File: src/rtl/mem_port_arbiter_if.sv
// mem_port_arbiter_if: fetch/data requester and memory macro signals of the shared memory port.
interface mem_port_arbiter_if;
  logic        if_req;
  logic [31:0] if_addr;
  logic        if_gnt;
  logic        if_rvalid;
  logic [31:0] if_rdata;
  logic        d_req;
  logic        d_we;
  logic [3:0]  d_be;
  logic [31:0] d_addr;
  logic [31:0] d_wdata;
  logic        d_gnt;
  logic        d_rvalid;
  logic [31:0] d_rdata;
  logic        mem_en;
  logic        mem_we;
  logic [3:0]  mem_be;
  logic [31:0] mem_addr;
  logic [31:0] mem_wdata;
  logic [31:0] mem_rdata;
  logic        busy;
  modport slave (
    input  if_req, if_addr, d_req, d_we, d_be, d_addr, d_wdata, mem_rdata,
    output if_gnt, if_rvalid, if_rdata, d_gnt, d_rvalid, d_rdata,
    output mem_en, mem_we, mem_be, mem_addr, mem_wdata, busy
  );
  modport master (
    output if_req, if_addr, d_req, d_we, d_be, d_addr, d_wdata, mem_rdata,
    input  if_gnt, if_rvalid, if_rdata, d_gnt, d_rvalid, d_rdata,
    input  mem_en, mem_we, mem_be, mem_addr, mem_wdata, busy
  );
endinterface

File: src/rtl/mem_port_arbiter.sv
// mem_port_arbiter: single-outstanding arbiter of IF and MEM requesters onto one memory port.
// Define ARB_PERF_CNT_EN to add the perf_if_stall / perf_d_stall stall counters.
module mem_port_arbiter #(
  parameter int MEM_LAT    = 2,
  parameter int STARVE_MAX = 4
) (
  input  logic clk,
  input  logic rst,
`ifdef ARB_PERF_CNT_EN
  output logic [31:0] perf_if_stall,
  output logic [31:0] perf_d_stall,
`endif
  mem_port_arbiter_if.slave bus
);
  localparam logic [0:0] IDLE = 1'b0;
  localparam logic [0:0] WAIT = 1'b1;
  localparam logic [3:0] LAT  = 4'(MEM_LAT);
  localparam logic [3:0] SMAX = 4'(STARVE_MAX);
  logic [0:0] state;
  logic       owner, we_q;
  logic [3:0] cnt, starve;
  logic       idle, pick_d, pick_i, done;
  assign idle   = !rst && state == IDLE;
  assign pick_d = idle && bus.d_req && !(bus.if_req && starve == SMAX);
  assign pick_i = idle && bus.if_req && !pick_d;
  assign done   = !rst && state == WAIT && cnt == LAT;
  always_comb begin
    bus.if_gnt    = pick_i;
    bus.d_gnt     = pick_d;
    bus.mem_en    = pick_i || pick_d;
    bus.mem_we    = pick_d && bus.d_we;
    bus.mem_be    = pick_d ? bus.d_be : pick_i ? 4'hF : 4'h0;
    bus.mem_addr  = pick_d ? bus.d_addr : pick_i ? bus.if_addr : 32'd0;
    bus.mem_wdata = pick_d ? bus.d_wdata : 32'd0;
    bus.if_rvalid = done && !owner;
    bus.d_rvalid  = done && owner;
    bus.if_rdata  = (done && !owner) ? bus.mem_rdata : 32'd0;
    bus.d_rdata   = (done && owner && !we_q) ? bus.mem_rdata : 32'd0;
    bus.busy      = !rst && state == WAIT;
  end
  always_ff @(posedge clk) begin
    if (rst) begin
      state  <= IDLE;
      owner  <= 1'b0;
      we_q   <= 1'b0;
      cnt    <= 4'd0;
      starve <= 4'd0;
    end else if (state == IDLE) begin
      if (pick_d || pick_i) begin
        state  <= WAIT;
        owner  <= pick_d;
        we_q   <= pick_d && bus.d_we;
        cnt    <= 4'd1;
        starve <= (pick_d && bus.if_req) ? (starve == SMAX ? SMAX : starve + 4'd1) : 4'd0;
      end
    end else if (cnt == LAT) begin
      state <= IDLE;
    end else begin
      cnt <= cnt + 4'd1;
    end
  end
`ifdef ARB_PERF_CNT_EN
  logic [31:0] pif_q, pd_q;
  always_ff @(posedge clk) begin
    if (rst) begin
      pif_q <= 32'd0;
      pd_q  <= 32'd0;
    end else begin
      pif_q <= pif_q + {31'd0, bus.if_req && !bus.if_gnt};
      pd_q  <= pd_q + {31'd0, bus.d_req && !bus.d_gnt};
    end
  end
  assign perf_if_stall = rst ? 32'd0 : pif_q;
  assign perf_d_stall  = rst ? 32'd0 : pd_q;
`endif
endmodule

File: src/flat_wrapper.sv
// flat-port wrapper written by rule: the top's interface ports become plain ports
module mem_port_arbiter_flat 
#(
  parameter int MEM_LAT    = 2,
  parameter int STARVE_MAX = 4
)
  (clk, rst, bus_if_req, bus_if_addr, bus_d_req, bus_d_we, bus_d_be, bus_d_addr, bus_d_wdata, bus_mem_rdata, bus_if_gnt, bus_if_rvalid, bus_if_rdata, bus_d_gnt, bus_d_rvalid, bus_d_rdata, bus_mem_en, bus_mem_we, bus_mem_be, bus_mem_addr, bus_mem_wdata, bus_busy);
  mem_port_arbiter_if bus_i ();
  input  logic clk;
  input  logic rst;
  input wire logic [$bits(bus_i.if_req)-1:0] bus_if_req;
  input wire logic [$bits(bus_i.if_addr)-1:0] bus_if_addr;
  input wire logic [$bits(bus_i.d_req)-1:0] bus_d_req;
  input wire logic [$bits(bus_i.d_we)-1:0] bus_d_we;
  input wire logic [$bits(bus_i.d_be)-1:0] bus_d_be;
  input wire logic [$bits(bus_i.d_addr)-1:0] bus_d_addr;
  input wire logic [$bits(bus_i.d_wdata)-1:0] bus_d_wdata;
  input wire logic [$bits(bus_i.mem_rdata)-1:0] bus_mem_rdata;
  output wire logic [$bits(bus_i.if_gnt)-1:0] bus_if_gnt;
  output wire logic [$bits(bus_i.if_rvalid)-1:0] bus_if_rvalid;
  output wire logic [$bits(bus_i.if_rdata)-1:0] bus_if_rdata;
  output wire logic [$bits(bus_i.d_gnt)-1:0] bus_d_gnt;
  output wire logic [$bits(bus_i.d_rvalid)-1:0] bus_d_rvalid;
  output wire logic [$bits(bus_i.d_rdata)-1:0] bus_d_rdata;
  output wire logic [$bits(bus_i.mem_en)-1:0] bus_mem_en;
  output wire logic [$bits(bus_i.mem_we)-1:0] bus_mem_we;
  output wire logic [$bits(bus_i.mem_be)-1:0] bus_mem_be;
  output wire logic [$bits(bus_i.mem_addr)-1:0] bus_mem_addr;
  output wire logic [$bits(bus_i.mem_wdata)-1:0] bus_mem_wdata;
  output wire logic [$bits(bus_i.busy)-1:0] bus_busy;
  assign bus_i.if_req = bus_if_req;
  assign bus_i.if_addr = bus_if_addr;
  assign bus_i.d_req = bus_d_req;
  assign bus_i.d_we = bus_d_we;
  assign bus_i.d_be = bus_d_be;
  assign bus_i.d_addr = bus_d_addr;
  assign bus_i.d_wdata = bus_d_wdata;
  assign bus_i.mem_rdata = bus_mem_rdata;
  assign bus_if_gnt = bus_i.if_gnt;
  assign bus_if_rvalid = bus_i.if_rvalid;
  assign bus_if_rdata = bus_i.if_rdata;
  assign bus_d_gnt = bus_i.d_gnt;
  assign bus_d_rvalid = bus_i.d_rvalid;
  assign bus_d_rdata = bus_i.d_rdata;
  assign bus_mem_en = bus_i.mem_en;
  assign bus_mem_we = bus_i.mem_we;
  assign bus_mem_be = bus_i.mem_be;
  assign bus_mem_addr = bus_i.mem_addr;
  assign bus_mem_wdata = bus_i.mem_wdata;
  assign bus_busy = bus_i.busy;
  mem_port_arbiter #(.MEM_LAT(MEM_LAT), .STARVE_MAX(STARVE_MAX)) u_core (.clk(clk), .rst(rst), .bus(bus_i));
endmodule
File: config.mk
export PLATFORM = sky130hd
export DESIGN_NAME = mem_port_arbiter_flat
export DESIGN_NICKNAME = d
export VERILOG_FILES = /design/src/rtl/mem_port_arbiter_if.sv /design/src/rtl/mem_port_arbiter.sv /design/src/flat_wrapper.sv
export SDC_FILE = /design/constraint.sdc
export NUM_CORES = 1
export LEC_CHECK = 0
export ABC_AREA = 1
export BUFFER_PORTS_ARGS = -buffer_cell sky130_fd_sc_hd__buf_2
export CAP_MARGIN = 20
export CORE_AREA = 2 2 107 109
export DETAILED_ROUTE_END_ITERATION = 7
export DIE_AREA = 0 0 109 111
export GPL_ROUTABILITY_DRIVEN = 0
export PLACE_DENSITY = 0.56
export SYNTH_ARGS = -nofsm -noshare
export SYNTH_HDL_FRONTEND = slang
export SYNTH_SLANG_ARGS = --single-unit
export TNS_END_PERCENT = 100
File: constraint.sdc
create_clock -name clk -period 1.6 [get_ports clk]
set_input_delay 0 -clock clk [delete_from_list [all_inputs] [get_ports clk]]
set_output_delay 0 -clock clk [all_outputs]
set_load 0.03 [all_outputs]
==> results of run 1 <==
## power breakdown
| group | leakage (nW) | internal [mW] | total [mW] | switching [mW] |
|---|---|---|---|---|
| combinational | 2.94 | 0.517 | 1.23 | 0.715 |
| clock | 0.0382 | 0.337 | 0.482 | 0.145 |
| sequential | 0.0917 | 0.290 | 0.299 | 0.00944 |
| total | 3.07 | 1.14 | 2.01 | 0.869 |
## state kept, by name (all words and copies together), names as in the netlist
name / flops
u_core.cnt: 4
u_core.owner: 1
u_core.starve: 4
u_core.state: 1
u_core.we_q: 1
## cell families after synthesis
logic type / count (synthesis)
AOI/OAI and AO/OA: 11
adders and majority gates: 4
buffers and inverters: 102
DFF: 11
and+or+nand+nor: 254
## worst max-delay path by stage
stage / startpoint / endpoint / cells after the start
final: u_core.cnt[0]$_SDFFE_PP0P_ / bus_if_rdata[11] / 9
after floorplan: u_core.cnt[0]$_SDFFE_PP0P_ / bus_d_rvalid / 4
after CTS: u_core.cnt[0]$_SDFFE_PP0P_ / bus_d_rdata[19] / 9
after global placement: u_core.starve[0]$_SDFFE_PP0P_ / bus_mem_addr[0] / 10
after detailed placement: u_core.starve[0]$_SDFFE_PP0P_ / bus_mem_addr[25] / 10
after global routing: u_core.cnt[0]$_SDFFE_PP0P_ / bus_if_rdata[11] / 9
## area by class of cell
type | count | area [um^2] | share of cell area, %
Timing Repair inverter | 6 | 78.8 | 1.47
Timing Repair Buffer | 312 | 2630 | 49.1
Tap cell | 143 | 179 | 3.34
Sequential cell | 11 | 226 | 4.23
Inverter | 84 | 335 | 6.26
Clock buffer | 4 | 78.8 | 1.47
Multi-Input combinational cell | 269 | 1830 | 34.2
## critical path: stages (launching register included)
cell	delay (ns)
dfxtp_2	0.32
inv_2	0.06
ha_4	0.14
nand3_4	0.09
nor3_4	0.14
buf_4	0.16
nand2_8	0.08
buf_16	0.17
nor2_1	0.13
buf_4	0.19
## synthesized netlist by cell type
library cell	n
nand4_1	5
nor2_4	1
o21ai_0	2
nor2_1	114
nand3b_1	1
ha_1	4
inv_1	80
nand3_1	8
nor3_1	1
buf_4	3
nand2_2	2
a21oi_1	7
o21bai_1	1
o21ai_2	1
buf_6	3
clkbuf_1	1
nor3_2	1
or2_2	2
nor4_1	1
inv_2	3
inv_6	1
nand2_1	118
dfxtp_1	11
buf_2	10
buf_8	1
## metal layers
layer / share of wire, % / global-route usage [%]
met2: 55 / 29.6
met5: 0 / 0
met3: 6.0 / 1.47
met1: 38 / 18.1
met4: 1.5 / 3.76
## stage by stage
stage                     utilization (%)  cell area, um^2
after floorplan                         -             1780
after global placement               30.2             3350
after detailed placement             30.2             3350
after CTS                            39.9             4420
after global routing                 48.4             5360
final                                48.4             5360
## repair_timing
action,in CTS,in global routing
pin swaps,9,27
hold buffers,0,0
cloned,7,11
buffers inserted,10,6
setup endpoints to repair,99,109
gates resized for setup,255,239
==> reports/results.ini, run 1 <==
[status]
status = finished with violations
failed_checks = negative setup slack

[synth]
synthXorXnorAreaFrac_pct = 0
synth_top_family_by_area = simple AND/OR/NAND/NOR gates
yosys.area.top_type = nand2_1
synth_area_um2 = 1780
postSynthCellCount = 382
synthAdderAreaFrac_pct = 2.81
ys_types = 25
synth_compound_gate_area_share_pct = 3.44
synth-simple-area-share_pct = 56.5
syn_area_per_cell_um2 = 4.67
syn-num-nets = 523
yosys_warnings = 0
seq_area_frac_synth_pct = 12.3
ys_top_cells_by_area = nand2_1 25%, nor2_1 24%, inv_1 17%
ys_ff_latch = 11
muxShareOfSynthArea_pct = 0
synth_top_area_share_pct = 24.8

[detailed_routing]
ant_nets = 0
vias = 3453
viasPerCell = 4.17
drc = 0
drt_iter0_drc = 199
routed_wl_um = 12300
wire_per_inst_um = 14.9
firstDrtPassIters = 4

[setup_path]
r2r_end = u_core.we_q$_SDFFE_PP0P_
rr_worst_depth = 10
cp.required_ns = 1.60
cp_max_fo = 16
r2r_start = u_core.starve[1]$_SDFFE_PP0P_
crit_arrival_ns = 1.73
path_class = register to output port
r2r_setup_slack_ns = 0.11
end_kind = output port
critPathLaunchType = register

[global_routing]
grt_max_degree = 36
first_global_vias = 2994
antenna_found_initial = 0
grt_overflow = 0
grt_usage_pct = 15.5
grt_pass1_wl_um = 15000

[finish]
n_fill_cell = 1050
final_common_cell = buf_2
final_cell_mix = 140 x buf_2, 91 x buf_6, 76 x inv_1
stdcell_count = 829
syn_to_final_growth_pct = 200
final_nets = 828
final_layout_size_suffix_gt1_share_pct = 70.3
n_antenna_cell = 0

[timing]
clock_skew_ns = 0.00282
setup_ws_ns = -0.131
timing.hold.ws_ns = 0.0827
slew_headroom_pct = 54.0
rsz0062_at_grt = true
worst_pin_slew_ns = 0.690
finalSetupTns_ns = -5.90
hold_violations = 0
clock.fmax_mhz = 578
min_period_ns = 1.73
timing.final.crit_share_pct = 108
finalSetupViolCount = 100
drv_slew = 0

[hold_path]
hp-start = rst
min_to = u_core.owner$_SDFFE_PP0P_
hold_depth = 2
min_path_type = primary input to register

[floorplanning]
ios = 276
core-area_um2 = 11100
start_util_pct = 16.1
die_x_um = 109
die_area_um2 = 12100
die_h_um = 111
rows = 39

[cts]
clk_latency_ns = 0.25
cts.sinks = 11
cts_tree = built
cts.reportedPaths.clkPinSlew_ns = 0.05
cts_htree_levels = 1
cts_buffer_depth = 2
cts_root_buf = clkbuf_16
numCtsBuffers = 3

[power_and_ir_drop]
ir_drop_mv = 0.315
power_leakage_nw = 3.07
powerDensity_nw_per_um2 = 376
finalPower_mw = 2.01

[place]
placed_cells = 793
hpwl_um = 6930
pre_cts_ws_ns = 0.0983
io_buffers = 275

[job]
drv_cap = 0

(Power assumes the default switching activity.)
==> inputs of run 2 (changes only) <==
--- a/config.mk
+++ b/config.mk
@@ -5,14 +5,13 @@
 export SDC_FILE = /design/constraint.sdc
 export NUM_CORES = 1
 export LEC_CHECK = 0
-export ABC_AREA = 1
 export BUFFER_PORTS_ARGS = -buffer_cell sky130_fd_sc_hd__buf_2
 export CAP_MARGIN = 20
-export CORE_AREA = 2 2 107 109
+export CORE_AREA = 2 2 108 110
 export DETAILED_ROUTE_END_ITERATION = 7
-export DIE_AREA = 0 0 109 111
+export DIE_AREA = 0 0 110 112
 export GPL_ROUTABILITY_DRIVEN = 0
-export PLACE_DENSITY = 0.56
+export PLACE_DENSITY = 0.55
 export SYNTH_ARGS = -nofsm -noshare
 export SYNTH_HDL_FRONTEND = slang
 export SYNTH_SLANG_ARGS = --single-unit
==> reports/results.ini, run 2 <==
[status]
status = finished with violations
failed_checks = negative setup slack

[cts]
cts_htree_levels = 1  ; unchanged
cts_root_buf = clkbuf_16
cts_buffer_depth = 2  ; unchanged
cts_tree = built
numCtsBuffers = 3  ; unchanged
cts.sinks = 11  ; unchanged
cts.reportedPaths.clkPinSlew_ns = 0.04  ; about the same
cts_hold_buf = 0  ; unchanged
clk_latency_ns = 0.24  ; about the same

[finish]
stdcell_count = 741  ; -11%
n_fill_cell = 952  ; -9.3%
final_layout_size_suffix_gt1_share_pct = 85.3  ; +15 points
final_cell_mix = 141 x buf_6, 139 x buf_2, 58 x and2_4
final_common_cell = buf_6
top_regs = u_core.cnt: 4 flops, u_core.starve: 4 flops
ff_latch_area_um2 = 225  ; -0.55%
syn_to_final_growth_pct = 227
final_nets = 740  ; -11%
n_antenna_cell = 0  ; unchanged
multi_input_area_um2 = 2330  ; +27%

[setup_path]
path_class = register to output port
critPathLaunchType = register
max_stage_delay_ns = 0.41  ; +0.09 ns
path_buf_inv = 3  ; -1
crit_arrival_ns = 1.90  ; +0.17 ns
cp.required_ns = 1.60  ; about the same
end_kind = output port
cp_max_fo = 32  ; +16
crit_path_cell_trace = inv_2 -> ha_4 -> nand2b_4 -> or3b_4 -> nor3_4 -> buf_12 -> and2_1 -> buf_6
cpMaxStageDelayCell = or3b_4
crit_family = simple AND/OR/NAND/NOR gates

[synth]
ys.flop_type = dfxtp_1
ys_top_cells_by_count = 65 x and2_1, 36 x nand2_1, 35 x nand3_1, 34 x and3_1, 34 x o21ai_0
yosys_warnings = 0  ; unchanged
ys_types = 38  ; +52%
synth_edf_count = 0  ; unchanged
postSynthCellCount = 295  ; -23%
syn-num-nets = 436  ; -17%
ys_top_cells_by_area = and2_1 23%, dfxtp_1 12%, and3_1 12%
synth_area_um2 = 1800  ; +0.70%
seq_area_frac_synth_pct = 12.3  ; -0.086 points
async_flop_share_pct = 0  ; unchanged
synth_most_common_cell = and2_1
syn_area_per_cell_um2 = 6.09  ; +30%
synth_top_area_share_pct = 22.6  ; -2.2 points
ys_ff_latch = 11  ; unchanged
yosys.area.top_type = and2_1

[global_routing]
grt_max_degree = 36  ; unchanged
grt_pass1_wl_um = 18100  ; +20%
grt_overflow = 0  ; unchanged
antenna_found_initial = 0  ; unchanged
first_global_vias = 3542  ; +18%
grt_usage_pct = 18.5  ; +3.0 points

[job]
drv_cap = 0  ; unchanged

[timing]
drv_slew = 0  ; unchanged
finalSetupTns_ns = -25.96  ; -20.06 ns
timing.hold.ws_ns = 0.143  ; +0.0606 ns
min_period_ns = 1.90  ; +0.172 ns
slew_headroom_pct = 71.0  ; +17 points
setup_ws_ns = -0.303  ; -0.172 ns
timing.final.crit_share_pct = 119  ; +11 points
worst_pin_slew_ns = 0.436  ; -0.254 ns
clock.fmax_mhz = 525  ; -9.0%
clock_skew_ns = 0.000950  ; -0.00187 ns
rsz0062_at_grt = true
finalSetupViolCount = 135  ; +35%
hold_violations = 0  ; unchanged

[detailed_routing]
viasPerCell = 4.59  ; +10%
ant_nets = 0  ; unchanged
firstDrtPassIters = 4  ; unchanged
drt_iter0_drc = 148  ; -26%
vias = 3404  ; -1.4%
drc = 0  ; unchanged
routed_wl_um = 12600  ; +1.9%
wire_per_inst_um = 17.0  ; +14%

[floorplanning]
rows = 39  ; unchanged
ios = 276  ; unchanged
die_area_um2 = 12300  ; +1.8%
die_h_um = 112  ; +0.90%
start_util_pct = 16.1  ; -0.029 points
die_x_um = 110  ; +0.92%
core-area_um2 = 11200  ; +0.88%

[power_and_ir_drop]
p_comb_share_pct = 64.8  ; +3.6 points
swShare_pct = 40.1  ; -3.1 points
internal_power_mw = 1.29  ; +13%
powerDensity_nw_per_um2 = 365  ; -2.8%
power.clock.fraction_pct = 21.3  ; -2.6 points
ir_drop_mv = 0.321  ; +1.8%
power_leakage_nw = 2.75  ; -10%
power.net_switching_uw = 860  ; -1.0%
seqPwrFrac_pct = 13.9  ; -1.0 points

[place]
hpwl_um = 7560  ; +9.2%
placed_cells = 701  ; -12%
io_buffers = 275  ; unchanged

[hold_path]
min_path_type = primary input to register

run 2: changes by cell type after synthesis, sizes merged, moves of 2 or more:
cell	before	now
and2	0	65
clkbuf	1	23
buf	17	6
nand4	5	1
and3	0	34
o21a	0	3
nand2	120	36
nor2	115	8
o21ai	3	35
nand2b	0	2
inv	84	5
nand3	8	35
run 2: cells by family (layout without fill, tap and decap cells):
kind of cell | count (synthesis) | count (layout) | synth area share [%]
DFF | 11 | 11 | 12.3
and+or+nand+nor | 190 | 190 | 59.1
AOI/OAI and AO/OA | 53 | 53 | 16.9
adders and majority gates | 4 | 4 | 2.79
xor gates and xnor gates | 1 | 1 | 0.488
muxes | 1 | 1 | 0.557
buffers and inverters | 35 | 338 | 7.87
run 2: cell type report:
type | instances | share of cell area, %
clock buffer | 3 | 1.28
sequential | 11 | 3.83
inverter | 6 | 0.426
timing repair buffer | 328 | 51.8
multi-input combinational | 249 | 39.6
clock inverter | 1 | 0.0851
tap | 143 | 3.04
run 2: power by group through the flow:
stage / combinational (mW) / clock, mW / sequential (mW)
detailed placement: 0.864 / 0 / 0.301
global placement: 0.852 / 0 / 0.301
finish: 1.39 / 0.458 / 0.298
floorplan: 0.489 / 0 / 0.303
CTS: 1.28 / 0.470 / 0.297
global route: 1.47 / 0.483 / 0.300
run 2: per-stage QoR:
stage                     setup slack [ns]  util [%]  power (mW)  instance area (um^2)
after global routing                -0.375      52.6        2.26                  5880
after CTS                           -0.359      49.5        2.05                  5530
final                               -0.303      52.6        2.15                  5880
after detailed placement            -0.110      33.1        1.17                  3700
after floorplan                    -0.0536         -       0.791                  2070
after global placement             -0.0817      33.1        1.15                  3700
run 2: final timing paths:
path / from / end / slack [ns] / cells past startpoint
max: u_core.cnt[0]$_SDFFE_PP0P_ / bus_d_rdata[31] / -0.30 / 8
min: rst / u_core.cnt[1]$_SDFFE_PP0P_ / 0.14 / 3
max reg2reg: u_core.state$_SDFF_PP0_ / u_core.starve[3]$_SDFFE_PP0P_ / 0.15 / 7
min reg2reg: u_core.cnt[3]$_SDFFE_PP0P_ / u_core.cnt[3]$_SDFFE_PP0P_ / 0.51 / 2
run 2: tightest hold or removal path: cells and delay by family:
kind / cells / cell delay [ns]
buffers and inverters: 2 / 0.27
AO/OA/AOI/OAI: 1 / 0.05
run 2: timing repair:
item,4_1_cts,5_1_grt
pin swaps,54,52
endpoints found under the setup margin,135,137
buffers inserted,19,7
resized for setup,354,94
cloned,15,1
run 2: layer usage:
metal	global-route usage, %	vias to the layer above	wire length [um]
met5	0	-	0
met4	4.47	0	174
met3	2.87	14	1030
met2	36.4	183	6860
met1	20.1	1590	4500
li1	-	1617	-
==> inputs of run 3 (changes only) <==
--- a/config.mk
+++ b/config.mk
@@ -8,6 +8,7 @@
 export BUFFER_PORTS_ARGS = -buffer_cell sky130_fd_sc_hd__buf_2
 export CAP_MARGIN = 20
 export CORE_AREA = 2 2 108 110
+export CTS_BUF_LIST = sky130_fd_sc_hd__clkbuf_8
 export DETAILED_ROUTE_END_ITERATION = 7
 export DIE_AREA = 0 0 110 112
 export GPL_ROUTABILITY_DRIVEN = 0
==> reports/results.ini, run 3 (synthesis gave the netlist of run 2 again) <==
[place]
hpwl_um = 7560  ; unchanged
io_buffers = 275  ; unchanged
pre_cts_ws_ns = -0.110  ; unchanged

[timing]
drv_slew = 0  ; unchanged
timing.final.crit_share_pct = 119  ; about the same
clock.fmax_mhz = 525  ; about the same
worst_pin_slew_ns = 0.453  ; +0.0175 ns
timing.hold.ws_ns = 0.142  ; -0.00153 ns
min_period_ns = 1.90  ; +0.00150 ns
setup_ws_ns = -0.305  ; -0.00150 ns
slew_headroom_pct = 69.8  ; -1.2 points
clock_skew_ns = 0.00135  ; +0.000404 ns
rsz0062_at_grt = true
finalSetupTns_ns = -25.61  ; +0.346 ns
finalSetupViolCount = 135  ; unchanged
hold_violations = 0  ; unchanged

[detailed_routing]
drt_iter0_drc = 138  ; -6.8%
ant_nets = 0  ; unchanged
vias = 3372  ; -0.94%
firstDrtPassIters = 4  ; unchanged
wire_per_inst_um = 16.8  ; -0.79%
drc = 0  ; unchanged
routed_wl_um = 12400  ; -1.1%
viasPerCell = 4.56  ; -0.67%

[finish]
post-route-util_pct = 51.9  ; -0.69 points
top_regs = u_core.cnt: 4 flops, u_core.starve: 4 flops
multi_input_area_um2 = 2330  ; unchanged
final_layout_size_suffix_gt1_share_pct = 85.2  ; about the same
n_antenna_cell = 0  ; unchanged
final_cell_mix = 140 x buf_6, 139 x buf_2, 58 x and2_4
n_fill_cell = 966  ; +1.5%
final_nets = 738  ; -0.27%
final_common_cell = buf_6
ff_latch_area_um2 = 225  ; unchanged
syn_to_final_growth_pct = 223

[setup_path]
startpoint = u_core.cnt[0]$_SDFFE_PP0P_
r2r_end = u_core.cnt[1]$_SDFFE_PP0P_
crit_arrival_ns = 1.90  ; about the same
r2r_setup_slack_ns = 0.16  ; about the same
critPathLaunchType = register
r2r_start = u_core.cnt[0]$_SDFFE_PP0P_
path_class = register to output port
cp.required_ns = 1.60  ; about the same
end_kind = output port
rr_worst_depth = 9  ; +2
cp_max_fo = 32  ; unchanged

[cts]
numCtsBuffers = 3  ; unchanged
clk_latency_ns = 0.23  ; about the same
cts_root_buf = clkbuf_8
cts_tree = built
cts.reportedPaths.clkPinSlew_ns = 0.05  ; about the same
cts.sinks = 11  ; unchanged
cts_htree_levels = 1  ; unchanged
cts_buffer_depth = 2  ; unchanged

[floorplanning]
die_x_um = 110  ; unchanged
ios = 276  ; unchanged
die_h_um = 112  ; unchanged
core-area_um2 = 11200  ; unchanged
start_util_pct = 16.1  ; unchanged
die_area_um2 = 12300  ; unchanged
rows = 39  ; unchanged

[hold_path]
min_to = u_core.cnt[1]$_SDFFE_PP0P_
hold_depth = 3  ; unchanged
hp-start = rst
min_path_type = primary input to register

[status]
status = finished with violations
failed_checks = negative setup slack

[power_and_ir_drop]
powerDensity_nw_per_um2 = 336  ; -8.1%
ir_drop_mv = 0.258  ; -19%
power_leakage_nw = 2.72  ; -1.3%

[global_routing]
antenna_found_initial = 0  ; unchanged
grt_usage_pct = 18.5  ; -0.024 points
grt_max_degree = 36  ; unchanged
grt_overflow = 0  ; unchanged
grt_pass1_wl_um = 18000  ; -0.23%
first_global_vias = 3556  ; +0.40%

[job]
drv_cap = 0  ; unchanged

-- run 3: worst max path at each step --
stage / endpoint / slack [ns] / cells after the start
final: bus_d_rdata[31] / -0.30 / 8
after CTS: bus_if_rdata[27] / -0.36 / 9
after detailed placement: bus_d_rdata[23] / -0.11 / 8
after global routing: bus_d_rdata[31] / -0.38 / 8
after global placement: bus_d_rdata[4] / -0.08 / 8
after floorplan: bus_mem_addr[10] / -0.05 / 7
-- run 3: layer usage --
metal  GRT usage, %  vias up  share of wire, %
met5              0        -                 0
met4           4.22        0               1.2
met3           2.75       10               7.7
met2           36.5      176                54
met1           20.0     1573                37
li1               -     1613                 -
-- run 3: per-stage QoR --
stage	total power, mW	cells	area [um^2]
after floorplan	0.791	295	2070
after global placement	1.15	701	3700
after detailed placement	1.17	701	3700
after CTS	1.87	739	5500
after global routing	2.05	739	5800
final	1.95	739	5800
-- run 3: what timing repair did --
| item | in CTS | in global routing |
|---|---|---|
| pin swaps | 54 | 51 |
| endpoints found under the setup margin | 135 | 139 |
| buffers inserted | 19 | 6 |
| gates resized for setup | 354 | 90 |
| cloned | 15 | 0 |
| hold buffers | 0 | 0 |
-- run 3: worst max-delay path, cell delays in order, from the launching register on --
cell	delay [ns]
dfxtp_2	0.32
inv_2	0.08
ha_4	0.14
nand2b_4	0.05
or3b_4	0.41
nor3_4	0.16
buf_12	0.20
and2_1	0.17
buf_6	0.14
-- run 3: layout make-up --
type / instances / share of cell area [%]
well taps: 143 / 3.08
clock inverters: 1 / 0.0862
clock buffers: 3 / 0.712
repair buffers: 326 / 51.7
inverters: 6 / 0.431
multi-input cells: 249 / 40.1
flip-flops and latches: 11 / 3.88
-- run 3: power breakdown --
part	internal (mW)	switching, mW	total (mW)
Sequential	0.288	0.00912	0.297
Combinational	0.653	0.719	1.37
Clock	0.171	0.107	0.278
